### config.mk
export PLATFORM = sky130hd
export DESIGN_NAME = sync_fifo
export DESIGN_NICKNAME = d
export VERILOG_FILES = /design/src/rtl/sync_fifo.sv
export SDC_FILE = /design/constraint.sdc
export NUM_CORES = 1
export LEC_CHECK = 0
export CORE_AREA = 3 3 97 135
export DETAILED_ROUTE_END_ITERATION = 10
export DIE_AREA = 0 0 100 138
export PLACE_DENSITY_LB_ADDON = 0.2
export SETUP_SLACK_MARGIN = 0.5
export SLEW_MARGIN = 10
export SYNTH_ARGS = -nofsm -noshare
export SYNTH_HDL_FRONTEND = slang
export SYNTH_HIERARCHICAL = 1
export SYNTH_SLANG_ARGS = --single-unit
### constraint.sdc
create_clock -name clk -period 6.15 [get_ports clk]
set_input_delay 1.845 -clock clk [delete_from_list [all_inputs] [get_ports clk]]
set_output_delay 1.845 -clock clk [all_outputs]
set_load 0.01 [all_outputs]
### src/rtl/sync_fifo.sv
// -----------------------------------------------------------------------------
// sync_fifo
//
// Single-clock first-word-fall-through FIFO holding 2**ADDR_WIDTH words.
// The head word is always visible on r_data (zero read latency). full and empty
// are registered flags that update on the same edge as the pointers.
//
// The design has two parts:
//   sync_fifo_regfile : storage array, one synchronous write port and one
//                       combinational read port.
//   sync_fifo_ctrl    : read/write pointers, accept decisions and the flags.
//
// Ports (top level):
//   clk     in   1           single clock, rising edge
//   reset   in   1           asynchronous reset, active-low
//   wr      in   1           write request, pushes w_data when accepted
//   rd      in   1           read request, pops the head word when accepted
//   w_data  in   DATA_WIDTH  data to write
//   r_data  out  DATA_WIDTH  current head word mem[rd_ptr]
//   full    out  1           FIFO holds 2**ADDR_WIDTH words
//   empty   out  1           FIFO holds 0 words
//
// Handshake: a request is sampled on each rising edge.
//   - rd is accepted when the FIFO is not empty.
//   - wr is accepted when the FIFO is not full, or when it is full but a read
//     is accepted on the same edge (the slot being freed is the one written).
//   - Requests that are not accepted are dropped silently; nothing is flagged.
// -----------------------------------------------------------------------------

// -----------------------------------------------------------------------------
// sync_fifo_regfile
//   Storage array. Contents are not reset; a reset only clears the pointers.
//   Ports:
//     clk_i      in   1           clock
//     we_i       in   1           write enable
//     waddr_i    in   ADDR_WIDTH  write address
//     wdata_i    in   DATA_WIDTH  write data
//     raddr_i    in   ADDR_WIDTH  read address
//     rdata_o    out  DATA_WIDTH  mem[raddr_i], combinational
// -----------------------------------------------------------------------------
module sync_fifo_regfile #(
  parameter int DATA_WIDTH = 8,
  parameter int ADDR_WIDTH = 3
) (
  input  logic                  clk_i,
  input  logic                  we_i,
  input  logic [ADDR_WIDTH-1:0] waddr_i,
  input  logic [DATA_WIDTH-1:0] wdata_i,
  input  logic [ADDR_WIDTH-1:0] raddr_i,
  output logic [DATA_WIDTH-1:0] rdata_o
);

  localparam int DEPTH = 2 ** ADDR_WIDTH;

  logic [DATA_WIDTH-1:0] mem_q [DEPTH];

  always_ff @(posedge clk_i) begin
    if (we_i) begin
      mem_q[waddr_i] <= wdata_i;
    end
  end

  // Read is asynchronous so the head word falls through with no latency.
  assign rdata_o = mem_q[raddr_i];

endmodule

// -----------------------------------------------------------------------------
// sync_fifo_ctrl
//   Pointer and flag controller.
//   Ports:
//     clk_i      in   1           clock
//     rst_ni     in   1           asynchronous reset, active-low
//     wr_i       in   1           write request
//     rd_i       in   1           read request
//     we_o       out  1           storage write enable (write accepted)
//     wr_ptr_o   out  ADDR_WIDTH  write pointer
//     rd_ptr_o   out  ADDR_WIDTH  read pointer
//     full_o     out  1           registered full flag
//     empty_o    out  1           registered empty flag
// -----------------------------------------------------------------------------
module sync_fifo_ctrl #(
  parameter int ADDR_WIDTH = 3
) (
  input  logic                  clk_i,
  input  logic                  rst_ni,
  input  logic                  wr_i,
  input  logic                  rd_i,
  output logic                  we_o,
  output logic [ADDR_WIDTH-1:0] wr_ptr_o,
  output logic [ADDR_WIDTH-1:0] rd_ptr_o,
  output logic                  full_o,
  output logic                  empty_o
);

  logic [ADDR_WIDTH-1:0] wr_ptr_q, wr_ptr_d;
  logic [ADDR_WIDTH-1:0] rd_ptr_q, rd_ptr_d;
  logic                  full_q, full_d;
  logic                  empty_q, empty_d;

  logic [ADDR_WIDTH-1:0] wr_ptr_inc;
  logic [ADDR_WIDTH-1:0] rd_ptr_inc;
  logic                  rd_acc;
  logic                  wr_acc;

  // Pointers wrap naturally modulo the depth.
  assign wr_ptr_inc = wr_ptr_q + 1'b1;
  assign rd_ptr_inc = rd_ptr_q + 1'b1;

  // A read needs data. A write needs room, except that a simultaneous read
  // on a full FIFO frees the very slot the write lands in.
  assign rd_acc = rd_i && !empty_q;
  assign wr_acc = wr_i && (!full_q || rd_acc);

  always_comb begin
    wr_ptr_d = wr_ptr_q;
    rd_ptr_d = rd_ptr_q;
    full_d   = full_q;
    empty_d  = empty_q;

    if (wr_acc) begin
      wr_ptr_d = wr_ptr_inc;
    end
    if (rd_acc) begin
      rd_ptr_d = rd_ptr_inc;
    end

    unique case ({wr_acc, rd_acc})
      2'b10: begin
        empty_d = 1'b0;
        full_d  = (wr_ptr_inc == rd_ptr_q);
      end
      2'b01: begin
        full_d  = 1'b0;
        empty_d = (rd_ptr_inc == wr_ptr_q);
      end
      // Push and pop together leave the occupancy, and so the flags, unchanged.
      2'b11:   ;
      default: ;
    endcase
  end

  always_ff @(posedge clk_i or negedge rst_ni) begin
    if (!rst_ni) begin
      wr_ptr_q <= '0;
      rd_ptr_q <= '0;
      full_q   <= 1'b0;
      empty_q  <= 1'b1;
    end else begin
      wr_ptr_q <= wr_ptr_d;
      rd_ptr_q <= rd_ptr_d;
      full_q   <= full_d;
      empty_q  <= empty_d;
    end
  end

  assign we_o     = wr_acc;
  assign wr_ptr_o = wr_ptr_q;
  assign rd_ptr_o = rd_ptr_q;
  assign full_o   = full_q;
  assign empty_o  = empty_q;

endmodule

// -----------------------------------------------------------------------------
// sync_fifo (top)
// -----------------------------------------------------------------------------
module sync_fifo #(
  parameter int DATA_WIDTH = 8,
  parameter int ADDR_WIDTH = 3
) (
  input  logic                  clk,
  input  logic                  reset,
  input  logic                  wr,
  input  logic                  rd,
  input  logic [DATA_WIDTH-1:0] w_data,
  output logic [DATA_WIDTH-1:0] r_data,
  output logic                  full,
  output logic                  empty
);

  logic                  we;
  logic [ADDR_WIDTH-1:0] wr_ptr;
  logic [ADDR_WIDTH-1:0] rd_ptr;

  sync_fifo_ctrl #(
    .ADDR_WIDTH (ADDR_WIDTH)
  ) u_ctrl (
    .clk_i    (clk),
    .rst_ni   (reset),
    .wr_i     (wr),
    .rd_i     (rd),
    .we_o     (we),
    .wr_ptr_o (wr_ptr),
    .rd_ptr_o (rd_ptr),
    .full_o   (full),
    .empty_o  (empty)
  );

  sync_fifo_regfile #(
    .DATA_WIDTH (DATA_WIDTH),
    .ADDR_WIDTH (ADDR_WIDTH)
  ) u_regfile (
    .clk_i   (clk),
    .we_i    (we),
    .waddr_i (wr_ptr),
    .wdata_i (w_data),
    .raddr_i (rd_ptr),
    .rdata_o (r_data)
  );

endmodule

======== After elaboration in Yosys (flattened, before gate mapping) ========
Memory sizes are Yosys's and may differ from the RTL's.
Index checks and enable logic that the tools add are counted.
storage, ports and cells
  register bits ........................... 8
  bits in writable memories ............... 64
  input bits .............................. 12
  output and inout bits ................... 10
  word-level logic and storage cells ...... 21
  memories kept ........................... 1
cells by class
  add/subtract/negate cells ............... 2
  equal/unequal tests ..................... 4
  muxes and demuxes ....................... 4
  reduce and logical (&&, ||, !) cells .... 6
memories
  name             depth  bits a word  rd ports  clocked after Yosys merged registers in  wr ports  line  source
  u_regfile.mem_q  8      8            1         0                                        1         55    logic [DATA_WIDTH-1:0] mem_q [DEPTH];
operators by type and width
  operator             count
  $add 3x1->3 const B  2
  $eq 3x3->1           2
  $pmux 1 s2           2
  $eq 2x1->1 const B   1
  $eq 2x2->1 const B   1
  $logic_and 1x1->1    2
  $logic_not 1->1      2
  $mux 1               2
  $reduce_bool 2->1    1
  $logic_or 1x1->1     1

======== Logic depth before layout (Yosys ltp) ========
  depth after elaboration ................. 6
  mapped depth ............................ 7
  gate-level depth less buffers ........... 6

======== Modules after synthesis ========
Netlist, hierarchy kept.
by module, submodules not included
  module             instances  cells each  area each (um^2)  sequential area each (um^2)
  sync_fifo_regfile  1          106         2531.2            1921.8
  sync_fifo_ctrl     1          35          435.4             201.4

======== Worst setup path after synthesis ========
Ideal clock, no wire load.
  path type ............................... register to output
  from .................................... register u_ctrl.rd_ptr_q[0] (netlist: u_ctrl/rd_ptr_o[0])
  to ...................................... output port r_data[1]
  arrival ................................. 1.504 ns
  required time ........................... 4.305 ns
  setup slack ............................. 2.801 ns
  stages on the path, launching flop included .. 5
  path buffers ............................ 2
  cell sequence ........................... dfrtp_1 -> buf_6 -> buf_12 -> mux4_1 -> mux2_2
on the way
  longest elaborated chain between the ends .. 1
ends and longest elaborated chain
  what                    line  source
  start, declared         97    logic [ADDR_WIDTH-1:0] rd_ptr_q, rd_ptr_d;
  start signal, assigned  151   rd_ptr_q <= rd_ptr_d;
  $mem_v2 8x8             --
  end, declared           177   output logic [DATA_WIDTH-1:0] r_data,
Every way passes these cells.

======== Worst setup path after layout ========
Ends and elaborated chain as after synthesis.

==> results.sh <==
export IMPL_status="finished clean"
export IMPL_fin_cells=321
export IMPL_area_growth_pct=22.0
export IMPL_syn_nets=156
export IMPL_worst_slew_pin_slew_ns=1.10
export IMPL_worst_path_max_fanout=19
export IMPL_synth_cells=141
export IMPL_grt_pass1_vias=1526
export IMPL_nets=184
export IMPL_setup_viol=0
export IMPL_tns_ns=0
export IMPL_cts_buffers=9
export IMPL_drt_iter0_markers=69
export IMPL_vias=1391
export IMPL_viasPerCell=4.33
export IMPL_gr_total_overflow=0
export IMPL_power_ir_vdd_worst_v=0.000206
export IMPL_fin_crit_ns=4.63
export IMPL_drtAntennaViolNets=0
export IMPL_synth_most_common_cell="edfxtp_1"
export IMPL_ys_warn_count=6
export IMPL_report_final_slew_viol_count=0
export IMPL_place_ws_ns=1.77
export IMPL_root_buffer="clkbuf_16"
export IMPL_worst_slack_ns=1.52
export IMPL_p_comb_frac=0.298
export IMPL_clockBufferDepth=2
export IMPL_wl_per_cell_um=17.7
export IMPL_power_switching_w=0.000493
export IMPL_htreeDepth=3
export IMPL_grt_max_degree=20
export IMPL_clkPwrFrac=0.275
export IMPL_yosys_top_cells_count="64 x edfxtp_1, 15 x mux4_1, 9 x mux2_2"
export IMPL_p_seq_frac=0.427
export IMPL_fillers=1147
export IMPL_synth_enable_flop_cells=64
export IMPL_start_util=0.249
export IMPL_clock_latency_ns=0.32
export IMPL_cts_hold_buf=0
export IMPL_cts_tree="built"
export IMPL_critPathKind="reg -> out"
export IMPL_die_h_um=138
export IMPL_worstPathArrival_ns=2.79
export IMPL_synth_area_per_cell_um2=21.0
export IMPL_post_route_period_util=0.753
export IMPL_synthTopCellsByArea="edfxtp_1 65%, mux4_1 13%, dfrtp_1 5.9%"
export IMPL_drt_total_wl_um=5690
export IMPL_ys_types=26
export IMPL_path_cells="mux4_1, mux2_2, clkdlybuf4s50_1"
export IMPL_ys_ff_latch=72
export IMPL_antenna_found_initial=0
export IMPL_io_buffers=21
export IMPL_gr_usage_all_layers=0.0881
export IMPL_rsz0062_at_grt="false"
export IMPL_hold_violations=0
export IMPL_min_path_cells=2
export IMPL_cts_setup_buffers=0
export IMPL_cpPeakStageDelay_ns=1.03
export IMPL_crit_path_top_delay_cell="dfrtp_1"
export IMPL_cap_violations=0
export IMPL_ys_flop_type="edfxtp_1"
export IMPL_hold_slack_ns=0.508
export IMPL_placed_cells=305
export IMPL_worstPathRequired_ns=4.30
export IMPL_synth_area_um2=2970
export IMPL_cts_num_sinks=72
export IMPL_dieWidth_um=100
export IMPL_relSlewSlack=0.265
export IMPL_min_path_type="reg -> reg"
export IMPL_antennaDiodeCount=0
export IMPL_grt_pass1_wl_um=8800
export IMPL_ys_seq_area_frac=0.716
export IMPL_power_density_nw_per_um2=479
export IMPL_cts_clk_slew_worst_paths_ns=0.05
export IMPL_detail_route_first_pass_iterations=4
export IMPL_cp_end_kind="output pin"
export IMPL_p_leak_nw=1.22
export IMPL_skew_ns=0.00675
export IMPL_gp_congestion=0.688
export IMPL_place_hpwl_um=3580
export IMPL_core_area_um2=11900
export IMPL_io_pins=22
export IMPL_yosysTopAreaCell="edfxtp_1"
export IMPL_drc=0
export IMPL_switching_share=0.284
export IMPL_startpoint_type="register"
export IMPL_fmax_ghz=0.216
export IMPL_yosys_area_top_type_share=0.648
export IMPL_p_int_w=0.00124
export IMPL_ctsResizeCount=0
export IMPL_worstRegToRegCells=4
export IMPL_drive_above_1_share=0.167
export IMPL_placementRows=47
export IMPL_async_flop_share=0.111
export IMPL_dieArea_um2=13800
-- state kept, by name, summed over array words and instances (netlist names) --
register,cells
u_ctrl/rd_ptr_o,3
u_ctrl/full_o,1
u_ctrl/wr_ptr_o,3
u_regfile/mem_q,64
u_ctrl/empty_o,1
-- metal layers --
layer  up-vias  global-route usage  share of wire
li1        633                   -              -
met1       699               0.100           0.39
met2        46               0.147           0.53
met3        13              0.0272          0.047
met5         -                   0              0
met4         0              0.0461          0.033
-- worst max-delay path, delay by kind of cell (launching register included) --
kind                   cells  cell delay [ns]
flip-flops                 1             1.03
buffers and inverters      1             0.48
multiplexers               2             0.95
-- power by group through the flow --
| stage | clock [W] | sequential (W) | combinational (W) |
|---|---|---|---|
| global placement | 0 | 0.000747 | 0.000505 |
| floorplan | 0 | 0.000674 | 0.000397 |
| CTS | 0.000491 | 0.000746 | 0.000528 |
| global route | 0.000515 | 0.000757 | 0.000553 |
| detailed placement | 0 | 0.000756 | 0.000523 |
| finish | 0.000478 | 0.000741 | 0.000518 |
-- cell type report --
type | instances | area, µm² | area share
clock buffers | 16 | 282 | 0.0778
multi-input cells | 61 | 791 | 0.218
flip-flops and latches | 72 | 2120 | 0.587
well taps | 147 | 184 | 0.0508
repair buffers | 23 | 233 | 0.0643
inverters | 2 | 7.51 | 0.00207
-- layout by cell type, fill, tap and decap left out, drive strengths merged, types with 2 or more instances in the layout --
master,netlist,final
buf,5,2
xnor2,5,5
clkbuf,1,16
nor3,2,2
edfxtp,64,64
nor2,6,6
dfrtp,7,7
ha,3,3
mux2,10,10
nand2,5,5
nand2b,3,3
xor2,5,5
inv,2,2
clkdlybuf4s50,0,21
mux4,16,16
-- cell families after synthesis --
family	share of synthesized area
and+or+nand+nor	0.0278
muxes	0.180
buffers and inverters	0.0211
xor gates and xnor gates	0.0295
DFF	0.716
adders and majority gates	0.0127
AOI/OAI and AO/OA	0.0135
-- final timing paths --
check / from / end / slack [ns]
worst max register to register: u_ctrl/empty_o / u_regfile/mem_q[1][2] / 3.75
worst min register to register: u_ctrl/empty_o / u_ctrl/empty_o / 0.51
max in group asynchronous: reset / u_ctrl/empty_o / 4.04
worst max-delay path: u_ctrl/rd_ptr_o[0] / r_data[1] / 1.52
worst min-delay path: u_ctrl/empty_o / u_ctrl/empty_o / 0.51
min in group asynchronous: reset / u_ctrl/full_o / 1.80
-- per-stage QoR --
stage          power, W  area [µm²]  utilization
2_1_floorplan   0.00107        2970            -
3_3_place_gp    0.00125        3310        0.277
3_5_place_dp    0.00128        3340        0.280
4_1_cts         0.00176        3620        0.303
5_1_grt         0.00183        3620        0.303
6_report        0.00174        3620        0.303
Power figures use the tool's default switching activity.
